**src/rtl/clb_cfg_loader.sv**
```systemverilog
// Serial configuration loader for the CLB: finds the frame preamble, shifts in a parity-protected
// configuration word and commits it to CFG only when the parity bit checks.
module clb_cfg_loader #(
   parameter int unsigned      CFG_W    = 37,
   parameter logic [CFG_W-1:0] CFG_INIT = 37'h0_380A_80116,
   parameter logic [3:0]       PREAMBLE = 4'b0010
) (
   input  logic             K,
   input  logic             RSTN,
   input  logic             DIN,
   input  logic             DVALID,
   output logic [CFG_W-1:0] CFG,
   output logic             CFG_DONE,
   output logic             CFG_ERR,
   output logic             BUSY
);

   localparam logic [5:0] LastBit = 6'(CFG_W - 1);

   typedef enum logic [1:0] {StIdle, StData, StParity} state_e;

   state_e             state_q, state_d;
   logic [2:0]         win_q, win_d;
   logic [5:0]         cnt_q, cnt_d;
   logic [CFG_W-1:0]   shift_q, shift_d;
   logic [CFG_W-1:0]   cfg_q, cfg_d;
   logic               done_q, done_d;
   logic               err_q, err_d;
   logic               busy_q, busy_d;
   logic               pre_hit;
   logic               par_ok;

   assign pre_hit = ({win_q, DIN} == PREAMBLE);
   // Even parity over the 37 data bits plus the parity bit itself.
   assign par_ok  = ~((^shift_q) ^ DIN);

   always_ff @(posedge K) begin
      if (!RSTN) begin
         state_q <= StIdle;
      end else begin
         state_q <= state_d;
      end
   end

   always_comb begin
      state_d = state_q;
      if (DVALID) begin
         unique case (state_q)
            StIdle:   if (pre_hit) state_d = StData;
            StData:   if (cnt_q == LastBit) state_d = StParity;
            StParity: state_d = StIdle;
            default:  state_d = StIdle;
         endcase
      end
   end

   always_comb begin
      win_d   = win_q;
      cnt_d   = cnt_q;
      shift_d = shift_q;
      cfg_d   = cfg_q;
      done_d  = 1'b0;
      err_d   = err_q;
      busy_d  = (state_d != StIdle);
      if (DVALID) begin
         unique case (state_q)
            StIdle: begin
               win_d = {win_q[1:0], DIN};
               if (pre_hit) begin
                  win_d = '0;
                  cnt_d = '0;
               end
            end
            StData: begin
               shift_d = {shift_q[CFG_W-2:0], DIN};
               if (cnt_q != LastBit) cnt_d = cnt_q + 6'd1;
            end
            StParity: begin
               win_d = '0;
               if (par_ok) begin
                  cfg_d  = shift_q;
                  done_d = 1'b1;
                  err_d  = 1'b0;
               end else begin
                  err_d  = 1'b1;
               end
            end
            default: ;
         endcase
      end
   end

   always_ff @(posedge K) begin
      if (!RSTN) begin
         win_q   <= '0;
         cnt_q   <= '0;
         shift_q <= '0;
         cfg_q   <= CFG_INIT;
         done_q  <= 1'b0;
         err_q   <= 1'b0;
         busy_q  <= 1'b0;
      end else begin
         win_q   <= win_d;
         cnt_q   <= cnt_d;
         shift_q <= shift_d;
         cfg_q   <= cfg_d;
         done_q  <= done_d;
         err_q   <= err_d;
         busy_q  <= busy_d;
      end
   end

   assign CFG      = cfg_q;
   assign CFG_DONE = done_q;
   assign CFG_ERR  = err_q;
   assign BUSY     = busy_q;

endmodule

```
**config.mk**
```make
export PLATFORM = sky130hd
export DESIGN_NAME = clb_cfg_loader
export DESIGN_NICKNAME = d
export VERILOG_FILES = /design/src/rtl/clb_cfg_loader.sv
export SDC_FILE = /design/constraint.sdc
export NUM_CORES = 1
export LEC_CHECK = 0
export BUFFER_PORTS_ARGS = -buffer_cell sky130_fd_sc_hd__buf_4
export CAP_MARGIN = 20
export CORE_AREA = 10 10 103 105
export CTS_BUF_LIST = sky130_fd_sc_hd__clkbuf_16
export CTS_CLUSTER_DIAMETER = 200
export DETAILED_ROUTE_END_ITERATION = 16
export DIE_AREA = 0 0 113 115
export PLACE_DENSITY = 0.72
export SYNTH_ARGS = -nofsm -noshare
export SYNTH_HDL_FRONTEND = slang
export SYNTH_SLANG_ARGS = --single-unit
```
**constraint.sdc**
```tcl
create_clock -name K -period 2.1 [get_ports K]
set_input_delay 0.525 -clock K [delete_from_list [all_inputs] [get_ports K]]
set_output_delay 0.525 -clock K [all_outputs]
set_load 0.01 [all_outputs]
```
# Word level (Yosys, flattened, before mapping)
# Index checks and enable logic that the tools add are counted.
# word_totals
ff_bits	88
word_cells	40
# classes
n_addsub	1
n_eq_ne	7
n_mux	11
n_bitwise	2
reduce_logical	11
# op_table
operator	count
37-bit XOR reduction	1
6-bit 2-to-1 mux	2
6-bit one-hot mux with 2 select lines	1
6-bit by 1-bit adder with 6-bit output, second input constant	1
6-bit equality test, second input constant	1
2-bit 2-to-1 mux	3
6-bit != test, second input constant	1
3-bit one-hot mux with 2 select lines	1
2-bit AND reduction	3
3-bit AND reduction	2
2-bit nonzero test	3
4-bit by 2-bit equality test with 1-bit output, second input constant	1
2-bit != test, second input constant	2
2-bit one-hot mux with 2 select lines	1
4-bit AND reduction	1
3-bit 2-to-1 mux	1
2-bit by 1-bit equality test with 1-bit output, second input constant	1
2-bit equality test, second input constant	1
2-bit zero test	1
1-bit 2-to-1 mux	2
1-bit inverter	1
1-bit XOR	1

# Depth between registers and ports, before layout
# Gate-level depths: netlist of the first run.
# logic_depth
ltp_word	5
mapped_depth	9
ltp_nobuf	8

# Worst setup path before layout of the first run
# Ideal clock, no wire load.
# synth_timing
kind	input to register
start	in DIN
end	reg cfg_q[28], in the netlist CFG[28]
arrival_time_ps	2208
path_slack_ps	-179
stages	9
path_cell_list	xnor2_1 xnor2_1 xnor2_1 xnor3_1 xnor2_1 nor3b_2 buf_6 buf_6 mux2i_1
# synth_via
elab_chain_len	3
# synth_rtl
element	line	text
start, declared	10	input logic DIN,
1-bit XOR	35	assign par_ok = ~((^shift_q) ^ DIN);
1-bit inverter (no source line)	-	
3-bit AND reduction (no source line)	-	
end signal, assigned	106	cfg_q <= cfg_d;
end, declared	26	logic [CFG_W-1:0] cfg_q, cfg_d;
# No other way between the ends.
# A chain may end at the register's enable or synchronous reset.

# Worst setup path after layout of the first run
# layout_timing
start	reg shift_q[7]
end	reg cfg_q[5], in the netlist CFG[5]
# layout_via
elab_chain_len	4
# layout_rtl
element	line	text
start, declared	25	logic [CFG_W-1:0] shift_q, shift_d;
start signal, assigned	105	shift_q <= shift_d;
37-bit XOR reduction	35	
1-bit XOR	35	
1-bit inverter (no source line)	-	
3-bit AND reduction (no source line)	-	
# No other way between the ends.

==> summary.txt, run 1 <==
Dpl cell area - 4470 sq um
Yosys top cell area share - 46.3%
Startpoint types - flop
1st-iter DRT viols - 142
Syn_area_per_cell - 8.92 sq um
Clock Skew - 0.00512 ns
Register area share after synthesis - 46.3%
Critical Path Fanout Max - 7
Pre-antenna DRT Iters - 4
Status - finished with violations
Top Metal Used - met4
RSZ-0062 raised after global routing - true
Leakage power - 1.80 nW
CTS H-tree lvls - 3
Total GRT Usage - 12.9%
Syn Inst Count - 426
Yosys Warn Count - 0
Clk buf depth - 2
I/O Buffers - 43
Setup WS pre-CTS - -0.239 ns
Finished Cell Area - 4920 sq um
Buffers & Inverters on Critical Path - 2
Post-synth top area cell - dfxtp_1
F_max - 0.426 GHz
Max Cap Viol - 0
Layout cells sized above 1 - 22.6%
Final-report hold violation count - 0
Met2 WL - 4320 um
Slew at the pin closest to its max-slew limit - 0.456 ns
Cell Area, Synth - 3800 sq um
Wire per inst - 14.2 um
Clk sink count - 88
Minimum clock period - 2.35 ns
Util after Layout - 57.6%
Via count of the routed design - 3017
Failing checks - negative setup slack
Clk slew on worst S/H paths - 0.06 ns
Core Footprint - 8550 sq um
Ports - 44
Commonest non-fill, non-tap cells in the layout - 136 x nand2_1, 84 x dfxtp_1, 76 x buf_4
#FFs+latches synth - 88
Gpl congestion - 0.735
Crit path cell chain - xnor2_2 > xnor2_2 > xnor2_1 > xnor3_1 > xnor2_2 > nor3b_4 > buf_6 > buf_12 > mux2i_1
Hold Path Class - reg -> reg
Vias in the first global route - 2927
DRC Markers - 0
Num CTS Buffers - 9
Crit-path slowest cell - xnor3_1
CP Capture Type - flop
Critical path's most frequent cell - xnor2_2
Initial Util - 44.5%
Final #Nets - 502
Die Area - 13000 sq um
Final Worst Setup Slack - -0.249 ns
Ant. Diodes - 0
Hpwl dp - 5340 um
Antenna Nets Post-Route - 0
Slowest stage delay, CP - 0.45 ns
Max Slew Vio Count - 0
CP Class - reg -> reg
Syn-to-layout area delta - 29.6%
Total Wirelength - 8640 um
CTS root buf - clkbuf_16
Largest net degree at the start of global routing - 53
Slew HR - 69.6%
Initial antenna violation count - 0
Die Y - 115 um
Worst EP required - 2.36 ns
Synth top area cells - dfxtp_1 46%, nand2_1 13%, mux2i_1 10%, a21boi_1 7.5%, xnor2_1 7.1%
Clock latency on the worst-skew pair - 0.33 ns
CP delay by family, top - XOR/XNOR gates
Remaining Overflow, GRT - 0
VDD IR-drop max - 0.563 mV
Pwr/cell area - 675 nW/um^2
First-pass GRT wire length - 13900 um
Met1 wire length - 3850 um
# rows - 34
Period utilization - 112%
Placed cell count - 587
Distinct cell type count of the synthesized netlist - 32
Hold_ws - 0.459 ns
Final setup fails - 39
Most common cell after layout, fill and taps aside - nand2_1
Final Non-Filler Cells - 609
Via-to-Cell Ratio - 4.95
Die Wd - 113 um
Met3 wire len - 349 um
CTS tree - built
CP arrival - 2.61 ns
Syn Nets - 432
-- timing repair --
| action | in CTS | in global routing |
|---|---|---|
| setup buffers | 3 | 0 |
| setup endpoints to repair | 39 | 39 |
| resized for setup | 8 | 7 |
| pin swaps | 0 | 7 |
| hold buffers | 0 | 0 |
| gates cloned | 2 | 3 |
-- where the power goes --
group          total (mW)  switching [mW]  internal (mW)
sequential           1.67         0.00241           1.67
clock                1.54           0.638          0.901
combinational       0.112          0.0613         0.0503
-- layout make-up --
cell class	instances	area [sq um]
inverter	3	11.3
sequential	88	1770
multi-input combinational	309	2000
clock inverter	7	56.3
fill	737	3630
tap	108	135
timing repair buffer	85	734
clock buffer	9	225
-- Yosys cell counts, drive strengths merged --
cell type / instances
nand2: 136
dfxtp: 88
a21boi: 38
mux2i: 38
xnor2: 31
nor2b: 22
clkbuf: 21
xor2: 7
nor2: 6
and2: 5
buf: 5
nor3b: 4
a21oi: 3
inv: 3
o21ai: 3
ha: 2
nand3: 2
nand4: 2
nor4b: 2
a31oi: 1
nand4b: 1
nor4: 1
o21a: 1
o31ai: 1
or2: 1
or3: 1
xnor3: 1
-- worst register-to-register path: cells and delay by family, from the launching register on --
family | cells | cell delay [ns]
muxes | 1 | 0.20
buffers and inverters | 2 | 0.35
DFF | 1 | 0.34
xor gates and xnor gates | 5 | 1.18
and+or+nand+nor | 1 | 0.20
-- per-stage QoR --
stage	setup TNS [ns]	power [mW]
after CTS	-8.27	3.33
after global routing	-11.93	3.41
final	-8.41	3.33
after floorplan	-0.131	1.79
after global placement	-6.96	1.82
after detailed placement	-8.12	1.82
-- flip-flops by register name (all words and copies together) (netlist names) --
register  cells
cnt_q         6
CFG_ERR       1
CFG          37
state_q       2
shift_q      37
win_q         3
BUSY          1
CFG_DONE      1
-- logic make-up after synthesis --
family	after synthesis	synth area share (%)
flip-flops	88	46.3
AND/OR/NAND/NOR	183	21.3
multiplexers	38	10.0
adder cells (fa/ha/maj)	2	0.658
buffers and inverters	29	3.46
XOR/XNOR	39	9.35
AO/OA/AOI/OAI	47	8.85
-- path summary, 6_finish.rpt --
check / start / to / slack [ns] / cells past startpoint
setup / recovery: shift_q[7]$_SDFFE_PN0P_ / CFG[5]$_SDFFE_PN0P_ / -0.25 / 9
hold / removal: CFG[22]$_SDFFE_PN0P_ / CFG[22]$_SDFFE_PN0P_ / 0.46 / 2
setup reg to reg: shift_q[7]$_SDFFE_PN0P_ / CFG[5]$_SDFFE_PN0P_ / -0.25 / 9
hold reg to reg: CFG[22]$_SDFFE_PN0P_ / CFG[22]$_SDFFE_PN0P_ / 0.46 / 2
-- layer usage --
metal / up-vias / GRT usage [%]
li1: 1510 / -
met1: 1449 / 15.4
met2: 48 / 21.6
met3: 10 / 3.39
met4: 0 / 5.41
met5: - / 0
Power figures use the tool's default switching activity.
==> inputs of run 2 (changes only) <==
--- a/config.mk
+++ b/config.mk
@@ -7,11 +7,11 @@
 export LEC_CHECK = 0
 export BUFFER_PORTS_ARGS = -buffer_cell sky130_fd_sc_hd__buf_4
 export CAP_MARGIN = 20
-export CORE_AREA = 10 10 103 105
+export CORE_AREA = 2 2 95 97
 export CTS_BUF_LIST = sky130_fd_sc_hd__clkbuf_16
 export CTS_CLUSTER_DIAMETER = 200
 export DETAILED_ROUTE_END_ITERATION = 16
-export DIE_AREA = 0 0 113 115
+export DIE_AREA = 0 0 97 99
 export PLACE_DENSITY = 0.72
 export SYNTH_ARGS = -nofsm -noshare
 export SYNTH_HDL_FRONTEND = slang
==> run 2 against run 1 <==
Compared with the run above:
- the run still ends with negative setup slack left
- global-route usage up 4.1 points
- utilization is 0.28 points lower
- combinational power decreased by 4%
- final cell count decreased by 0.33%
- sequential power about the same
- worst setup slack improved by 0.031 ns
- die area fell by 26%
- wire length down 7.5%
- hold slack worse by 0.0029 ns
- maximum frequency increased by 1.3%
- clock skew hardly changed
- critical path type unchanged
- largest cell class unchanged
- highest routed layer unchanged
==> summary.txt, run 2 (same netlist as run 1, synthesis figures left out) <==
F_max - 0.431 GHz (+1.3%)
RSZ-0062 raised after global routing - true
Top Metal Used - met4
Core Footprint - 8550 sq um (unchanged)
Flop2flop setup slack - -0.22 ns (+0.03 ns)
Wire per inst - 13.2 um (-7.2%)
CP arrival - 2.58 ns (-0.03 ns)
# rows - 34 (unchanged)
Num CTS Buffers - 9 (unchanged)
CP Capture Type - flop
Most common cell after layout, fill and taps aside - nand2_1
Die Y - 99 um (-14%)
Commonest non-fill, non-tap cells in the layout - 136 x nand2_1, 81 x dfxtp_1, 77 x buf_4
CTS tree - built
Failing checks - negative setup slack
Area occupied by multi-input gates - 2000 sq um (+0.38%)
CTS H-tree lvls - 3 (unchanged)
Initial antenna violation count - 0 (unchanged)
Clock Skew - 0.00558 ns (+0.000464 ns)
Pwr/cell area - 672 nW/um^2 (-0.44%)
Met2 WL - 3890 um (-9.8%)
Startpoint types - flop
Final Worst Setup Slack - -0.218 ns (+0.0306 ns)
Syn-to-layout area delta - 28.9%
Util after Layout - 57.3% (-0.28 points)
Register area - 1770 sq um (+0.21%)
Fillers - 755 (+2.4%)
Clk buf depth - 2 (unchanged)
Met3 wire len - 342 um (-2.0%)
Final setup fails - 39 (unchanged)
Final-report hold violation count - 0 (unchanged)
Dpl cell area - 4440 sq um (-0.62%)
DRC Markers - 0 (unchanged)
Remaining Overflow, GRT - 0 (unchanged)
Largest net degree at the start of global routing - 55 (+3.8%)
Met1 wire length - 3670 um (-4.6%)
I/O Buffers - 43 (unchanged)
Die Wd - 97 um (-14%)
Gpl congestion - 0.714 (-2.9%)
Period utilization - 110% (-1.5 points)
Pre-antenna DRT Iters - 4 (unchanged)
Die Area - 9600 sq um (-26%)
1st-iter DRT viols - 101 (-29%)
First-pass GRT wire length - 13400 um (-4.1%)
Max Slew Vio Count - 0 (unchanged)
Layout cells sized above 1 - 23.4% (+0.89 points)
Slew HR - 62.9% (-6.7 points)
Setup WS pre-CTS - -0.259 ns (-0.0206 ns)
Slew at the pin closest to its max-slew limit - 0.552 ns (+0.0965 ns)
CTS Hold Bufs - 0 (unchanged)
CP Class - reg -> reg
Hold Path Class - reg -> reg
Antenna Nets Post-Route - 0 (unchanged)
Via count of the routed design - 2969 (-1.6%)
Total Wirelength - 8000 um (-7.5%)
Hold_ws - 0.456 ns (-0.00294 ns)
Leakage power - 1.80 nW (+0.17%)
Max Cap Viol - 0 (unchanged)
Power Total - 3.29 mW (-0.92%)
Ant. Diodes - 0 (unchanged)
Status - finished with violations
Critical Path Fanout Max - 7 (unchanged)
Hpwl dp - 4820 um (-9.7%)
Clk sink count - 88 (unchanged)
Minimum clock period - 2.32 ns (-0.0306 ns)
CTS root buf - clkbuf_16
Via-to-Cell Ratio - 4.89 (-1.3%)
Clock latency on the worst-skew pair - 0.33 ns (about the same)
Ports - 44 (unchanged)
Total GRT Usage - 17.0% (+4.1 points)
Worst EP required - 2.36 ns (about the same)
Final #Nets - 500 (-0.40%)
Finished Cell Area - 4900 sq um (-0.48%)
Vias in the first global route - 2871 (-1.9%)
Clk slew on worst S/H paths - 0.06 ns (about the same)
VDD IR-drop max - 0.400 mV (-29%)
Initial Util - 44.5% (unchanged)
[run 2: layout make-up]
cell class	count	share of cell area [%]
Multi-Input combinational cell	309	40.9
Sequential cell	88	36.1
Timing Repair Buffer	83	14.3
Clock buffer	9	4.60
Tap cell	108	2.76
Clock inverter	7	1.15
Inverter	3	0.230
[run 2: worst paths after layout]
| kind | from | to | cells past startpoint |
|---|---|---|---|
| setup reg to reg | shift_q[19]$_SDFFE_PN0P_ | CFG[16]$_SDFFE_PN0P_ | 9 |
| hold reg to reg | CFG[9]$_SDFFE_PN0P_ | CFG[9]$_SDFFE_PN0P_ | 2 |
| hold / removal | CFG[9]$_SDFFE_PN0P_ | CFG[9]$_SDFFE_PN0P_ | 2 |
| setup / recovery | shift_q[19]$_SDFFE_PN0P_ | CFG[16]$_SDFFE_PN0P_ | 9 |
[run 2: repair_timing]
action                     4_1_cts  5_1_grt
resized for setup               11       11
gates cloned                     1        2
pin swaps                        5        2
setup endpoints to repair       39       39
buffers inserted                 3        2
[run 2: layer usage]
| metal | up-vias | track usage, % |
|---|---|---|
| li1 | 1510 | - |
| met1 | 1391 | 21.2 |
| met2 | 60 | 28.8 |
| met3 | 8 | 4.26 |
| met4 | 0 | 6.18 |
| met5 | - | 0 |
[run 2: stage by stage]
stage	setup TNS (ns)	instances
2_1_floorplan	-0.131	426
3_3_place_gp	-5.99	585
3_5_place_dp	-8.24	585
4_1_cts	-6.10	605
5_1_grt	-12.12	607
6_report	-6.61	607
[run 2: report_power, final]
group / switching [mW] / internal (mW)
logic: 0.0601 / 0.0472
registers: 0.00241 / 1.67
clock network: 0.611 / 0.902
[run 2: worst max-delay path, cell delays in order (launching register included)]
cell,delay [ns]
dfxtp_2,0.34
xor2_2,0.18
xnor2_2,0.14
xnor2_1,0.19
xnor3_1,0.46
xnor2_2,0.16
nor3b_4,0.23
buf_4,0.19
clkbuf_16,0.17
mux2i_1,0.18
